**src/rtl/vga_output_stage.sv**
```systemverilog
`default_nettype none
// ============================================================================
//  Module      : vga_output_stage
//  Description : Final pixel stage ahead of the VGA pins. Delay-aligns
//                sync/enable with the drawer pipeline, applies a frame-
//                synchronous brightness fade and drives status LEDs.
//  Revision    : 1.0  initial release
// ============================================================================
module vga_output_stage #(
   parameter int COLOR_BITS       = 4,
   parameter int BRIGHT_BITS      = 4,
   parameter int PIPE_DEPTH       = 2,
   parameter int FADE_FRAMES      = 2,
   parameter int RESET_BLACK      = 0,
   parameter int HEARTBEAT_CYCLES = 2_500_000,
   parameter int LED_COUNT        = 10
) (
   input  logic                  vga_clock,
   input  logic                  reset,
   input  logic [COLOR_BITS-1:0] red_in,
   input  logic [COLOR_BITS-1:0] green_in,
   input  logic [COLOR_BITS-1:0] blue_in,
   input  logic                  display_enable,
   input  logic                  hsync_in,
   input  logic                  vsync_in,
   input  logic [1:0]            fade_cmd,
   output logic [COLOR_BITS-1:0] vga_red,
   output logic [COLOR_BITS-1:0] vga_green,
   output logic [COLOR_BITS-1:0] vga_blue,
   output logic                  vga_hsync,
   output logic                  vga_vsync,
   output logic                  fade_done,
   output logic [LED_COUNT-1:0]  leds
);

   localparam int C_PW = COLOR_BITS + BRIGHT_BITS + 1;
   localparam int C_LW = BRIGHT_BITS + 1;
   localparam int C_FW = (FADE_FRAMES > 1) ? $clog2(FADE_FRAMES) : 1;
   localparam int C_HW = (HEARTBEAT_CYCLES > 1) ? $clog2(HEARTBEAT_CYCLES) : 1;

   localparam logic [C_LW-1:0] C_LEVEL_MAX = {1'b1, {BRIGHT_BITS{1'b0}}};
   localparam logic [C_LW-1:0] C_LEVEL_ONE = C_LW'(1);
   localparam logic [C_FW-1:0] C_FF_LAST   = C_FW'(FADE_FRAMES - 1);
   localparam logic [C_FW-1:0] C_FF_ONE    = C_FW'(1);
   localparam logic [C_HW-1:0] C_HB_LAST   = C_HW'(HEARTBEAT_CYCLES - 1);
   localparam logic [C_HW-1:0] C_HB_ONE    = C_HW'(1);

   typedef enum logic [1:0] {
      S_FULL     = 2'd0,
      S_BLACK    = 2'd1,
      S_FADE_IN  = 2'd2,
      S_FADE_OUT = 2'd3
   } state_t;

   localparam state_t C_RST_STATE = (RESET_BLACK != 0) ? S_BLACK : S_FULL;
   localparam logic [C_LW-1:0] C_RST_LEVEL = (RESET_BLACK != 0) ? '0 : C_LEVEL_MAX;

   // {enable, hsync, vsync} before and after the drawer-latency delay line
   logic [2:0] w_sync_in;
   logic [2:0] w_sync_d;
   assign w_sync_in = {display_enable, hsync_in, vsync_in};

   generate
      if (PIPE_DEPTH > 0) begin : g_pipe
         logic [2:0] r_sr [PIPE_DEPTH];
         // Delay enable/syncs by the drawer latency; idle value is blank, syncs high
         always_ff @(posedge vga_clock or negedge reset) begin
            if (!reset) begin
               for (int i = 0; i < PIPE_DEPTH; i++) r_sr[i] <= 3'b011;
            end else begin
               r_sr[0] <= w_sync_in;
               for (int i = 1; i < PIPE_DEPTH; i++) r_sr[i] <= r_sr[i-1];
            end
         end
         assign w_sync_d = r_sr[PIPE_DEPTH-1];
      end else begin : g_nopipe
         assign w_sync_d = w_sync_in;
      end
   endgenerate

   // Brightness state
   state_t          r_state, w_state_nx;
   logic [C_LW-1:0] r_level, w_level_nx;
   logic [C_FW-1:0] r_fcnt,  w_fcnt_nx;
   logic            r_done,  w_done_nx;
   logic            w_cmd_taken;

   // Stage registers
   logic [COLOR_BITS-1:0] r_red1, r_green1, r_blue1;
   logic [COLOR_BITS-1:0] r_red,  r_green,  r_blue;
   logic                  r_en1, r_hs1, r_vs1, r_hs, r_vs;

   // Frame boundary: falling edge of the delayed vsync
   logic w_frame_tick;
   assign w_frame_tick = r_vs1 & ~w_sync_d[0];

   // Scaling products; only the middle COLOR_BITS slice is the result
   logic [C_PW-1:0] w_prod_r, w_prod_g, w_prod_b;
   assign w_prod_r = C_PW'(red_in)   * C_PW'(r_level);
   assign w_prod_g = C_PW'(green_in) * C_PW'(r_level);
   assign w_prod_b = C_PW'(blue_in)  * C_PW'(r_level);

   logic w_unused;
   assign w_unused = ^{w_prod_r[C_PW-1], w_prod_r[BRIGHT_BITS-1:0],
                       w_prod_g[C_PW-1], w_prod_g[BRIGHT_BITS-1:0],
                       w_prod_b[C_PW-1], w_prod_b[BRIGHT_BITS-1:0]};

   // Stage 1: scale colour and carry aligned sync/enable alongside it
   always_ff @(posedge vga_clock or negedge reset) begin
      if (!reset) begin
         r_red1   <= '0;
         r_green1 <= '0;
         r_blue1  <= '0;
         r_en1    <= 1'b0;
         r_hs1    <= 1'b1;
         r_vs1    <= 1'b1;
      end else begin
         r_red1   <= w_prod_r[BRIGHT_BITS +: COLOR_BITS];
         r_green1 <= w_prod_g[BRIGHT_BITS +: COLOR_BITS];
         r_blue1  <= w_prod_b[BRIGHT_BITS +: COLOR_BITS];
         r_en1    <= w_sync_d[2];
         r_hs1    <= w_sync_d[1];
         r_vs1    <= w_sync_d[0];
      end
   end

   // Stage 2: pin registers, colour blanked outside active video
   always_ff @(posedge vga_clock or negedge reset) begin
      if (!reset) begin
         r_red   <= '0;
         r_green <= '0;
         r_blue  <= '0;
         r_hs    <= 1'b1;
         r_vs    <= 1'b1;
      end else begin
         r_red   <= r_en1 ? r_red1   : '0;
         r_green <= r_en1 ? r_green1 : '0;
         r_blue  <= r_en1 ? r_blue1  : '0;
         r_hs    <= r_hs1;
         r_vs    <= r_vs1;
      end
   end

   // Fade state register
   always_ff @(posedge vga_clock or negedge reset) begin
      if (!reset) begin
         r_state <= C_RST_STATE;
         r_level <= C_RST_LEVEL;
         r_fcnt  <= '0;
         r_done  <= 1'b0;
      end else begin
         r_state <= w_state_nx;
         r_level <= w_level_nx;
         r_fcnt  <= w_fcnt_nx;
         r_done  <= w_done_nx;
      end
   end

   // Fade next-state: an effective command pre-empts any frame step this cycle
   always_comb begin
      w_state_nx  = r_state;
      w_level_nx  = r_level;
      w_fcnt_nx   = r_fcnt;
      w_done_nx   = 1'b0;
      w_cmd_taken = 1'b0;
      case (fade_cmd)
         2'b11: begin
            w_state_nx  = S_FULL;
            w_level_nx  = C_LEVEL_MAX;
            w_fcnt_nx   = '0;
            w_cmd_taken = 1'b1;
         end
         2'b01: begin
            if ((r_level != C_LEVEL_MAX) && (r_state != S_FADE_IN)) begin
               w_state_nx  = S_FADE_IN;
               w_fcnt_nx   = '0;
               w_cmd_taken = 1'b1;
            end
         end
         2'b10: begin
            if ((r_level != '0) && (r_state != S_FADE_OUT)) begin
               w_state_nx  = S_FADE_OUT;
               w_fcnt_nx   = '0;
               w_cmd_taken = 1'b1;
            end
         end
         default: ;
      endcase
      if (!w_cmd_taken && w_frame_tick) begin
         if (r_fcnt == C_FF_LAST) begin
            w_fcnt_nx = '0;
            if (r_state == S_FADE_IN) begin
               w_level_nx = r_level + C_LEVEL_ONE;
               if (r_level == C_LEVEL_MAX - C_LEVEL_ONE) begin
                  w_state_nx = S_FULL;
                  w_done_nx  = 1'b1;
               end
            end else if (r_state == S_FADE_OUT) begin
               w_level_nx = r_level - C_LEVEL_ONE;
               if (r_level == C_LEVEL_ONE) begin
                  w_state_nx = S_BLACK;
                  w_done_nx  = 1'b1;
               end
            end
         end else begin
            w_fcnt_nx = r_fcnt + C_FF_ONE;
         end
      end
   end

   // Status LEDs: heartbeat, alive flag and frame-tick toggle
   logic            r_hb_led, r_alive, r_tick_led;
   logic [C_HW-1:0] r_hb_cnt;

   // Heartbeat divider, alive flag and per-frame toggle
   always_ff @(posedge vga_clock or negedge reset) begin
      if (!reset) begin
         r_hb_cnt   <= '0;
         r_hb_led   <= 1'b0;
         r_alive    <= 1'b0;
         r_tick_led <= 1'b0;
      end else begin
         r_alive <= 1'b1;
         if (r_hb_cnt == C_HB_LAST) begin
            r_hb_cnt <= '0;
            r_hb_led <= ~r_hb_led;
         end else begin
            r_hb_cnt <= r_hb_cnt + C_HB_ONE;
         end
         if (w_frame_tick) r_tick_led <= ~r_tick_led;
      end
   end

   assign leds[0] = r_hb_led;
   assign leds[1] = r_alive;
   assign leds[2] = (r_state == S_FADE_IN) || (r_state == S_FADE_OUT);
   assign leds[3] = r_tick_led;

   generate
      if (LED_COUNT > 4) begin : g_led_pad
         assign leds[LED_COUNT-1:4] = '0;
      end
   endgenerate

   assign vga_red   = r_red;
   assign vga_green = r_green;
   assign vga_blue  = r_blue;
   assign vga_hsync = r_hs;
   assign vga_vsync = r_vs;
   assign fade_done = r_done;

endmodule
`default_nettype wire

```
**config.mk**
```make
export PLATFORM = sky130hd
export DESIGN_NAME = vga_output_stage
export DESIGN_NICKNAME = d
export VERILOG_FILES = /design/src/rtl/vga_output_stage.sv
export SDC_FILE = /design/constraint.sdc
export NUM_CORES = 1
export LEC_CHECK = 0
export ABC_AREA = 1
export BUFFER_PORTS_ARGS = -buffer_cell sky130_fd_sc_hd__buf_2
export CORE_ASPECT_RATIO = 0.7
export CORE_MARGIN = 3
export CORE_UTILIZATION = 25
export CTS_CLUSTER_DIAMETER = 80
export DETAILED_ROUTE_END_ITERATION = 8
export GPL_TIMING_DRIVEN = 1
export PLACE_DENSITY = 0.52
export SYNTH_ARGS = -nofsm -noshare
export SYNTH_HDL_FRONTEND = slang
export SYNTH_SLANG_ARGS = --single-unit
```
**constraint.sdc**
```tcl
create_clock -name vga_clock -period 3.64 [get_ports vga_clock]
set_input_delay 0.182 -clock vga_clock [delete_from_list [all_inputs] [get_ports vga_clock]]
set_output_delay 0.182 -clock vga_clock [all_outputs]
set_load 0.02 [all_outputs]
```
==> summary.log <==
[final_layout] count of nets after finishing 721
[drt] DRC marker count from the first detailed-route iteration 179
[drt] drt drc 0
[outcome] violated checks hold timing
[drt] remaining antenna violation count after routing 0
[die] effective utilization at floorplan 0.258
[outcome] status complete, but fails checks
[final_layout] post-route core utilization 0.297
[clocking] count of cells resized by post-cts repair 0
[drt] via count 3641
[timing] relative slew slack 0.390
[synthesis] total of flip-flops plus latches after synthesis 69
[drt] via density per instance 4.07
[final_layout] final-layout fill cell count 1998
[timing] Hold Slack -0.0403 ns
[setup_path] kind of critical path reg2reg
[setup_path] data arrival time of the critical path 3.13 ns
[synthesis] number of instances in the synthesized netlist 616
[synthesis] number of warnings reported in the yosys synthesis log 0
[drt] Total Wirelength 10300 um
[final_layout] number of inserted diodes 0
[placed_design] HPWL after detailed placement 7660 um
[placed_design] number of buffers inserted by port buffering 37
[timing] Final Slew Violations 0
[synthesis] mean area per synthesized cell 7.66 sq um
[synthesis] synthesized cell area 4720 sq um
[die] vertical extent of the die 121 um
[timing] worst clock skew 0.00309 ns
[run] Maximum Capacitance Violations 0
[synthesis] unique cell type count in the Yosys netlist 30
[setup_path] crit start category register
[setup_path] internal reg-to-reg setup slack 0.72 ns
[clocking] Root Buffer Master sky130_fd_sc_hd__clkbuf_16
[final_layout] most frequent cells in the layout sky130_fd_sc_hd__nand2_1, sky130_fd_sc_hd__inv_1, sky130_fd_sc_hd__dfrtp_1
[final_layout] area of the multi-input gates 2450 sq um
[clocking] Clock Path Buffers 2
[setup_path] highest fanout seen on the critical path 19
[pwr] cell leakage power 3.02 nW
[die] Core Rows 41
[timing] pin slew with the least headroom to its limit 0.915 ns
[die] Die Footprint 20600 sq um
[pwr] largest vdd supply drop 0.225 mV
[clocking] total CTS buffers 9
[clocking] later-pin clock latency in the skew report 0.34 ns
[timing] final critical-path setup slack 0.718 ns
[die] area of the core region 18300 sq um
[timing] RSZ-0062 raised after global routing no
[synthesis] share of the yosys chip area belonging to registers 0.369
[hold_path] path type of the worst min-delay path in2async
[setup_path] Worst R2R End r_blue1[3]$_DFF_PN0_
[grt] antenna violations before repair 0
[drt] length of the first detailed-routing pass in iterations 4
[timing] final count of hold timing violations 25
[setup_path] required time at the worst-slack endpoint 3.85 ns
[setup_path] Reg-to-Reg Start r_level[2]$_DFF_PN0_
[final_layout] total area of sequential cells 1740 sq um
[die] die width 170 um
[grt] maximum number of pins on one net before global-route repair 70
[setup_path] kind of capture point of the worst setup path register
[grt] residual overflow from global routing 0
[placed_design] gpl congestion 0.806
[timing] Achievable Freq 342 MHz
[final_layout] share of cells above drive strength 1 0.124
[clocking] clock-pin slew of the registers on the worst-case setup and hold paths 0.05 ns
[timing] ratio of final minimum period to clock period 0.803
[setup_path] worst reg-to-reg path cell count 11
[grt] global-route usage over all layers 0.110
[pwr] Total Power Consumption 2.50 mW
[timing] shortest clock period the worst path allows after layout 2.92 ns
[drt] routed len/inst 11.5 um
[final_layout] area delta synth->final 15.1%
[final_layout] most common cell after layout, fill and taps aside sky130_fd_sc_hd__nand2_1
[placed_design] pre-CTS worst setup slack 0.715 ns
[die] IO Pins 44
[setup_path] endpoint of the most critical setup path r_blue1[3]$_DFF_PN0_
[pwr] power density normalized to cell area 460 nW/um^2
[clocking] TritonCTS clock tree done
[clocking] Sink Count 69
[clocking] deepest level of the CTS H-tree 3
[setup_path] crit path from r_level[2]$_DFF_PN0_
[timing] final setup vio count 0
[timing] aggregate negative setup slack 0 ns
[grt] first-pass GRT wire length 17700 um
[grt] number of global-route vias before repair 3554
-- worst max-delay path: stages (launching register included) --
cell and delay [ns]:
sky130_fd_sc_hd__dfrtp_1 0.64, sky130_fd_sc_hd__nand2_1 0.15, sky130_fd_sc_hd__inv_1 0.06, sky130_fd_sc_hd__fa_1 0.50, sky130_fd_sc_hd__inv_1 0.05, sky130_fd_sc_hd__fa_1 0.52, sky130_fd_sc_hd__inv_1 0.04, sky130_fd_sc_hd__ha_1 0.35
sky130_fd_sc_hd__a21oi_1 0.15, sky130_fd_sc_hd__o21a_1 0.12, sky130_fd_sc_hd__nand2_1 0.05, sky130_fd_sc_hd__xor2_1 0.15
-- per-stage QoR --
step	hold slack, ns	area [sq um]	cells
after floorplan	-0.114	4730	621
after global placement	0.289	5100	876
after detailed placement	0.288	5100	876
after CTS	0.0138	5430	895
after global routing	0.0600	5430	895
final	-0.0403	5430	895
-- logic make-up (layout without fill, tap and decap cells) --
family	Yosys count	in the layout	synth area share
adders and majority gates	48	48	0.151
other	2	7	0.00159
and+or+nand+nor	312	312	0.281
AOI/OAI and AO/OA	26	26	0.0308
buffers and inverters	132	170	0.117
xor gates and xnor gates	27	27	0.0501
DFF	69	69	0.369
-- what timing repair did --
| item | 4_1_cts | 5_1_grt |
|---|---|---|
| hold endpoints to repair | 3 | 0 |
| buffers inserted | 0 | 0 |
| hold buffers | 3 | 0 |
-- area by class of cell --
| cell class | count | area share |
|---|---|---|
| multi-input combinational | 420 | 0.451 |
| sequential | 69 | 0.320 |
| inverter | 113 | 0.0781 |
| tap | 236 | 0.0544 |
| clock buffer | 14 | 0.0486 |
| timing repair buffer | 41 | 0.0415 |
| clock inverter | 2 | 0.00645 |
-- cells in the mapped netlist --
master	count	area share
sky130_fd_sc_hd__a21oi_1	12	0.013
sky130_fd_sc_hd__o21a_1	3	0.0048
sky130_fd_sc_hd__nor2_2	4	0.0053
sky130_fd_sc_hd__nand3_1	38	0.040
sky130_fd_sc_hd__buf_4	10	0.016
sky130_fd_sc_hd__nand2_2	2	0.0027
sky130_fd_sc_hd__xnor2_1	13	0.024
sky130_fd_sc_hd__buf_2	2	0.0021
sky130_fd_sc_hd__fa_1	15	0.064
sky130_fd_sc_hd__o21ai_0	7	0.0074
sky130_fd_sc_hd__dfrtp_1	60	0.32
sky130_fd_sc_hd__a21o_1	3	0.0048
sky130_fd_sc_hd__nor2_4	4	0.0096
sky130_fd_sc_hd__nand2_1	194	0.15
sky130_fd_sc_hd__nand3_4	1	0.0037
sky130_fd_sc_hd__inv_1	108	0.086
sky130_fd_sc_hd__o21ai_1	1	0.0011
sky130_fd_sc_hd__inv_2	5	0.0040
sky130_fd_sc_hd__xor2_1	14	0.026
sky130_fd_sc_hd__nand4_1	7	0.0093
sky130_fd_sc_hd__nand3_2	3	0.0064
sky130_fd_sc_hd__ha_1	33	0.088
sky130_fd_sc_hd__conb_1	2	0.0016
sky130_fd_sc_hd__dfstp_2	9	0.050
sky130_fd_sc_hd__buf_1	1	0.00080
sky130_fd_sc_hd__nor3_2	1	0.0021
sky130_fd_sc_hd__buf_6	2	0.0048
sky130_fd_sc_hd__clkbuf_1	4	0.0032
sky130_fd_sc_hd__nor2_1	56	0.045
sky130_fd_sc_hd__or2_2	2	0.0027
-- how the worst min path moves through the flow --
stage | from | endpoint | slack [ns] | depth (start not counted)
2_1_floorplan | reset | fade_done$_DFF_PN0_ | -0.11 | 0
3_3_place_gp | vsync_in | g_pipe.r_sr[3]$_DFF_PN1_ | 0.29 | 1
3_5_place_dp | vsync_in | g_pipe.r_sr[3]$_DFF_PN1_ | 0.29 | 1
4_1_cts | reset | w_sync_d[2]$_DFF_PN0_ | 0.01 | 1
5_1_grt | reset | w_sync_d[2]$_DFF_PN0_ | 0.06 | 1
6_report | reset | w_sync_d[2]$_DFF_PN0_ | -0.04 | 1
-- report_power, final --
group          switching, mW  total (mW)  internal (mW)
registers             0.0880       0.957          0.869
clock network          0.324       0.891          0.567
logic                  0.416       0.647          0.231
-- sequential cells by signal (all words and copies together), names as in the netlist, 2 cells and up --
| name | cells |
|---|---|
| g_pipe.r_sr | 3 |
| r_blue1 | 4 |
| r_green1 | 4 |
| r_hb_cnt | 22 |
| r_level | 5 |
| r_red1 | 4 |
| r_state | 2 |
| vga_blue | 4 |
| vga_green | 4 |
| vga_red | 4 |
| w_sync_d | 3 |
-- metal layers --
layer | global-route usage | share of wire | vias up
met5 | 0 | 0 | -
met4 | 0.0410 | 0.016 | 0
met3 | 0.0287 | 0.060 | 11
met2 | 0.150 | 0.38 | 63
met1 | 0.164 | 0.54 | 1654
li1 | - | - | 1913
No activity file was read; power rests on OpenSTA's default activity.
